===== src/rtl/instr_decode_stage.sv =====
// Registered RV32I decode stage: instruction word -> control bundle, with load-use bubbles and flush.
// Optional skid entry with registered in_ready is enabled by defining DECODE_SKID_BUFFER_EN.
module instr_decode_stage #(
  parameter int XLEN             = 32,
  parameter int SRC_W            = 3,
  parameter int LOAD_USE_BUBBLES = 1
) (
  input  logic             clk,
  input  logic             reset,
  input  logic             flush,
  input  logic             in_valid,
  output logic             in_ready,
  input  logic [31:0]      instr_in,
  input  logic [XLEN-1:0]  pc_in,
  output logic             out_valid,
  input  logic             out_ready,
  output logic [XLEN-1:0]  pc_out,
  output logic [4:0]       rd,
  output logic [4:0]       rs1,
  output logic [4:0]       rs2,
  output logic [2:0]       funct3,
  output logic             should_read_mem,
  output logic             should_write_mem,
  output logic             should_write_reg,
  output logic             should_branch,
  output logic             should_jump,
  output logic [SRC_W-1:0] alu_a_src,
  output logic [SRC_W-1:0] alu_b_src,
  output logic             illegal
);

  localparam logic [SRC_W-1:0] SRC_ZERO  = SRC_W'(0);
  localparam logic [SRC_W-1:0] SRC_PC    = SRC_W'(1);
  localparam logic [SRC_W-1:0] SRC_IMM_S = SRC_W'(2);
  localparam logic [SRC_W-1:0] SRC_IMM_I = SRC_W'(3);
  localparam logic [SRC_W-1:0] SRC_IMM_U = SRC_W'(4);
  localparam logic [SRC_W-1:0] SRC_IMM_B = SRC_W'(5);
  localparam logic [SRC_W-1:0] SRC_IMM_J = SRC_W'(6);
  localparam logic [SRC_W-1:0] SRC_REG   = SRC_W'(7);

  localparam logic [4:0] OP_LOAD   = 5'h00;
  localparam logic [4:0] OP_FENCE  = 5'h03;
  localparam logic [4:0] OP_IMM    = 5'h04;
  localparam logic [4:0] OP_AUIPC  = 5'h05;
  localparam logic [4:0] OP_STORE  = 5'h08;
  localparam logic [4:0] OP_OP     = 5'h0c;
  localparam logic [4:0] OP_LUI    = 5'h0d;
  localparam logic [4:0] OP_BRANCH = 5'h18;
  localparam logic [4:0] OP_JALR   = 5'h19;
  localparam logic [4:0] OP_JAL    = 5'h1b;
  localparam logic [4:0] OP_SYSTEM = 5'h1c;

  localparam logic [1:0] HCNT_INIT = 2'(LOAD_USE_BUBBLES);

  typedef struct packed {
    logic [XLEN-1:0]  pc;
    logic [4:0]       rd;
    logic [4:0]       rs1;
    logic [4:0]       rs2;
    logic [2:0]       funct3;
    logic             rd_mem;
    logic             wr_mem;
    logic             wr_reg;
    logic             branch;
    logic             jump;
    logic [SRC_W-1:0] a_src;
    logic [SRC_W-1:0] b_src;
    logic             illegal;
  } bundle_t;

  bundle_t    dec;
  bundle_t    out_q;
  bundle_t    enter_b;
  logic       out_valid_q;
  logic       enter_out;
  logic       in_fire;
  logic       reads_rs1;
  logic       reads_rs2;
  logic       hazard;
  logic [1:0] hcnt;
  logic [4:0] haz_rd;

  always_comb begin
    dec        = '0;
    dec.pc     = pc_in;
    dec.rd     = instr_in[11:7];
    dec.rs1    = instr_in[19:15];
    dec.rs2    = instr_in[24:20];
    dec.funct3 = instr_in[14:12];
    if (instr_in[1:0] != 2'b11) begin
      dec.illegal = 1'b1;
    end else begin
      case (instr_in[6:2])
        OP_LOAD:   begin dec.rd_mem = 1'b1; dec.wr_reg = 1'b1; dec.a_src = SRC_REG; dec.b_src = SRC_IMM_I; end
        OP_FENCE:  ;
        OP_IMM:    begin dec.wr_reg = 1'b1; dec.a_src = SRC_REG;  dec.b_src = SRC_IMM_I; end
        OP_AUIPC:  begin dec.wr_reg = 1'b1; dec.a_src = SRC_PC;   dec.b_src = SRC_IMM_U; end
        OP_STORE:  begin dec.wr_mem = 1'b1; dec.a_src = SRC_REG;  dec.b_src = SRC_IMM_S; end
        OP_OP:     begin dec.wr_reg = 1'b1; dec.a_src = SRC_REG;  dec.b_src = SRC_REG;   end
        OP_LUI:    begin dec.wr_reg = 1'b1; dec.a_src = SRC_ZERO; dec.b_src = SRC_IMM_U; end
        OP_BRANCH: begin dec.branch = 1'b1; dec.a_src = SRC_PC;   dec.b_src = SRC_IMM_B; end
        OP_JALR:   begin dec.wr_reg = 1'b1; dec.jump = 1'b1; dec.a_src = SRC_REG; dec.b_src = SRC_IMM_I; end
        OP_JAL:    begin dec.wr_reg = 1'b1; dec.jump = 1'b1; dec.a_src = SRC_PC;  dec.b_src = SRC_IMM_J; end
        OP_SYSTEM: ;
        default:   dec.illegal = 1'b1;
      endcase
    end
    // x0 is never a real destination, so the write strobe is suppressed for it.
    if (dec.rd == 5'd0) dec.wr_reg = 1'b0;
  end

  // Stores and branches read rs2 through a side path even though B selects an immediate.
  assign reads_rs1 = (dec.a_src == SRC_REG);
  assign reads_rs2 = (dec.b_src == SRC_REG) || dec.wr_mem || dec.branch;
  assign hazard    = (hcnt != 2'd0) &&
                     ((reads_rs1 && dec.rs1 == haz_rd) || (reads_rs2 && dec.rs2 == haz_rd));

  // Handshake: a beat moves on in_valid&&in_ready at the input and out_valid&&out_ready at the
  // output; flush and reset override both and nothing is taken or delivered in those cycles.
  assign in_fire = in_valid && in_ready;

`ifdef DECODE_SKID_BUFFER_EN
  bundle_t skid_q;
  logic    skid_valid;
  logic    ready_q;
  logic    out_free;

  assign out_free  = !out_valid_q || out_ready;
  assign in_ready  = ready_q && !reset && !flush && !hazard;
  assign enter_out = out_free && (skid_valid || in_fire);
  assign enter_b   = skid_valid ? skid_q : dec;

  always_ff @(posedge clk) begin
    if (reset) begin
      out_valid_q <= 1'b0;
      out_q       <= '0;
      skid_valid  <= 1'b0;
      skid_q      <= '0;
      ready_q     <= 1'b1;
    end else if (flush) begin
      out_valid_q <= 1'b0;
      skid_valid  <= 1'b0;
      ready_q     <= 1'b1;
    end else begin
      if (out_free) begin
        if (skid_valid || in_fire) begin
          out_q       <= enter_b;
          out_valid_q <= 1'b1;
        end else begin
          out_valid_q <= 1'b0;
        end
        skid_valid <= 1'b0;
        ready_q    <= 1'b1;
      end else if (in_fire) begin
        // Output is stalled: park the new bundle and close the input until it drains.
        skid_q     <= dec;
        skid_valid <= 1'b1;
        ready_q    <= 1'b0;
      end
    end
  end
`else
  assign in_ready  = !reset && !flush && !hazard && (!out_valid_q || out_ready);
  assign enter_out = in_fire;
  assign enter_b   = dec;

  always_ff @(posedge clk) begin
    if (reset) begin
      out_valid_q <= 1'b0;
      out_q       <= '0;
    end else if (flush) begin
      out_valid_q <= 1'b0;
    end else if (in_fire) begin
      out_q       <= dec;
      out_valid_q <= 1'b1;
    end else if (out_ready) begin
      out_valid_q <= 1'b0;
    end
  end
`endif

  // The bubble window opens when a load occupies the output register and closes after
  // LOAD_USE_BUBBLES cycles in which execute was accepting.
  always_ff @(posedge clk) begin
    if (reset) begin
      hcnt   <= 2'd0;
      haz_rd <= 5'd0;
    end else if (flush) begin
      hcnt <= 2'd0;
    end else if (enter_out && enter_b.rd_mem && enter_b.rd != 5'd0) begin
      hcnt   <= HCNT_INIT;
      haz_rd <= enter_b.rd;
    end else if (out_ready && hcnt != 2'd0) begin
      hcnt <= hcnt - 2'd1;
    end
  end

  assign out_valid        = out_valid_q;
  assign pc_out           = out_q.pc;
  assign rd               = out_q.rd;
  assign rs1              = out_q.rs1;
  assign rs2              = out_q.rs2;
  assign funct3           = out_q.funct3;
  assign should_read_mem  = out_q.rd_mem;
  assign should_write_mem = out_q.wr_mem;
  assign should_write_reg = out_q.wr_reg;
  assign should_branch    = out_q.branch;
  assign should_jump      = out_q.jump;
  assign alu_a_src        = out_q.a_src;
  assign alu_b_src        = out_q.b_src;
  assign illegal          = out_q.illegal;

endmodule


===== config.mk =====
export PLATFORM = sky130hd
export DESIGN_NAME = instr_decode_stage
export DESIGN_NICKNAME = d
export VERILOG_FILES = /design/src/rtl/instr_decode_stage.sv
export SDC_FILE = /design/constraint.sdc
export NUM_CORES = 1
export LEC_CHECK = 0
export CORE_UTILIZATION = 44
export CTS_CLUSTER_DIAMETER = 50
export DETAILED_ROUTE_END_ITERATION = 8
export GPL_TIMING_DRIVEN = 0
export PLACE_DENSITY = 0.92
export RECOVER_POWER = 100
export SETUP_SLACK_MARGIN = 0.2
export SLEW_MARGIN = 10
export SYNTH_ARGS = -nofsm -noshare
export SYNTH_HDL_FRONTEND = slang
export SYNTH_SLANG_ARGS = --single-unit

===== constraint.sdc =====
create_clock -name clk -period 2.9 [get_ports clk]
set_input_delay 0.58 -clock clk [delete_from_list [all_inputs] [get_ports clk]]
set_output_delay 0.58 -clock clk [all_outputs]
set_load 0.01 [all_outputs]

==> results.toml, run 1 <==
[run_status]
status = "completed"

[hold_path]
hp-start = "alu_b_src[1]"
worst_hold_path.endpoint = "alu_b_src[1]"
min_path_type = "register to register"
hold_depth = 2

[detailed_routing]
vias_per_cell = 4.86
wirelength_um = 7890
avgRoutedWirePerCell_um = 14.4
ant_nets = 0
dr.pass1.iters = 4
drt-initial-drc-count = 43
drc = 0
vias = 2669

[synth]
synth_edf_count = 0
synth_area_per_cell_um2 = 10.9
ys_top_cells_by_area = "dfxtp_1, mux2_4, nor2b_1, mux2i_1, nand2b_1"
synth_cells = 309
syn_nets = 379
async_reset_ff_frac = 0
syn-cell-area_um2 = 3370
ys_seq_area_frac = 0.409
synth_commonest_cells = "dfxtp_1, nor2b_1, mux2_4, nand2b_1, mux2i_1"
synth_ff_type = "dfxtp_1"
ys_types = 40
ys_warn_count = 0
synth_top_area_cell = "dfxtp_1"
yosysTopAreaCellShare = 0.409
ys_seq_elements = 69
synth_most_common_cell = "dfxtp_1"

[power_and_ir_drop]
p_per_area_nw_per_um2 = 439
p_leak_nw = 2.22
irDropWorstVdd_v = 0.000259

[finish]
diodes = 0
drive_gt1_frac = 0.0844
nNetsFinal = 516
largest_reg_flops = 32
area_growth_pct = 42.5
n_fill_cell = 590
fin_area_um2 = 4810

[floorplanning]
die_w_um = 89.6
initial_core_util = 0.460
coreArea_um2 = 7330
die-area_um2 = 8020
io_pins = 133
rows = 31
die_y_um = 89.6

[sta]
relSlewSlack = 0.630
fin_ws_ns = 0.201
setup_viol = 0
final-max-slew-violation-count = 0
skew_ns = 0.00815
fmax_mhz = 370
worst_pin_slew_ns = 0.555
finalHoldViolCount = 0
rsz0062_at_grt = "false"
post-route-period-util = 0.931
fin_crit_ns = 2.70

[clock_network]
path_clk_slew_ns = 0.06
cts_buffer_depth = 2
clkLatencyLatePin_ns = 0.35
cts_buffers = 9
cts_sinks = 69
cts_tree = "yes"
root_buffer = "clkbuf_8"
h-tree-depth = 3

[global_route]
grt-ovfl-total = 0
gr-usage-all-layers = 0.200
grt_pass1_wl_um = 11900
grt_pass1_vias = 2560
grt_max_degree = 12
antenna_found_initial = 0

[placed_design]
dp_hpwl_um = 5950
dpl_cell_area_um2 = 4740
dp_slack_ns = -0.285
portBuffers = 124
gp_congestion = 0.852

[worst_setup_path]
cp.arrival_ns = 2.12
rr_endpoint = "should_jump"
crit_path_end_kind = "output pin"
r2r_cells = 9
r2r_slack_ns = 0.26
critPathRequiredTime_ns = 2.32
crit_type = "input pin to output pin"
r2r_start = "hcnt[0]"
crit_path_max_fanout = 2
startpoint_type = "input pin"

[run]
cap_violations = 0
-- critical path: stages --
cell,delay [ns]
clkdlybuf4s50_1,0.49
xor2_1,0.19
nor3_2,0.06
and4_1,0.22
nor2_2,0.12
and3_1,0.16
clkdlybuf4s25_1,0.30
-- per-layer routing --
metal  global-route usage  vias to the layer above  part of all wire
met4                0.101                        0             0.020
met5                    0                        -                 0
met2                0.344                       96              0.48
met1                0.228                     1239              0.43
met3               0.0548                       15             0.065
li1                     -                     1319                 -
-- timing repair --
| item | in CTS | in global routing |
|---|---|---|
| setup endpoints to repair | 1 | 1 |
| resized for setup | 14 | 5 |
| hold buffers | 0 | 0 |
| setup buffers | 1 | 1 |
| pin swaps | 4 | 3 |
-- cells in the final DEF, fill, tap and decap left out, types with 3 or more instances in the layout --
cell type / netlist / layout
or4_1: 3 / 3
nor2_1: 14 / 12
a21oi_1: 7 / 7
xor2_1: 9 / 9
mux2_1: 0 / 43
dlygate4sd2_1: 0 / 8
a21boi_0: 3 / 3
mux2_4: 47 / 4
nand2b_1: 25 / 25
nor3_1: 5 / 4
clkdlybuf4s50_1: 0 / 50
nand2_1: 6 / 6
buf_6: 7 / 6
mux2i_1: 17 / 17
clkbuf_1: 11 / 12
dfxtp_1: 69 / 69
o21ai_0: 3 / 3
clkbuf_8: 0 / 11
dlygate4sd3_1: 0 / 63
nor2b_1: 51 / 51
inv_1: 3 / 3
-- report_power, final --
group          internal [mW]  total [mW]  leakage, nW  switching [mW]
registers              0.987        1.00        0.563          0.0172
clock network          0.440       0.791       0.0947           0.352
logic                  0.191       0.316         1.57           0.124
-- area by class of cell --
| cell class | instances | area, µm² | share of cell area |
|---|---|---|---|
| multi-input cells | 217 | 1710 | 0.356 |
| flip-flops and latches | 69 | 1380 | 0.287 |
| repair buffers | 126 | 1250 | 0.260 |
| clock buffers | 12 | 155 | 0.0323 |
| plain buffers | 20 | 126 | 0.0263 |
| well taps | 99 | 124 | 0.0258 |
| clock inverters | 3 | 45.0 | 0.00937 |
| inverters | 3 | 11.3 | 0.00234 |
-- metrics by stage --
stage	TNS, ns	std cells	hold slack [ns]	total power, mW	utilization
final	0	549	0.476	2.11	0.656
after global routing	0	549	0.503	2.21	0.656
after CTS	0	548	0.484	2.18	0.676
after detailed placement	-0.302	532	0.468	1.39	0.647
after global placement	-0.265	532	0.464	1.39	0.647
after floorplan	0	309	0.488	1.20	-
-- worst max path at each step --
stage / from / end
after detailed placement: instr_in[5] / in_ready
after CTS: instr_in[3] / in_ready
final: instr_in[24] / in_ready
after floorplan: instr_in[2] / alu_b_src[0]
after global placement: instr_in[5] / in_ready
after global routing: instr_in[24] / should_jump
-- kinds of logic (layout without fill, tap and decap cells) --
logic type	Yosys count	count (layout)	share of synthesized area
mux	66	66	0.266
fa+ha+maj	1	1	0.00371
xor+xnor	11	11	0.0286
compound gates	18	18	0.0326
simple gates	121	121	0.217
buf+inv	23	164	0.0426
flops	69	69	0.409
Note: power is estimated with default switching activity, not from simulation.
==> run 2: changes to the inputs <==
Settings changed: CTS_CLUSTER_SIZE from default to 25.
==> results of run 2 <==
The final DEF is identical to that of run 1; final timing and power are the same.
==> run 3: changes to the inputs <==
Settings changed: CTS_CLUSTER_DIAMETER 50 to default.
==> results of run 3 <==
The final DEF is identical to that of run 1; final timing and power are the same.
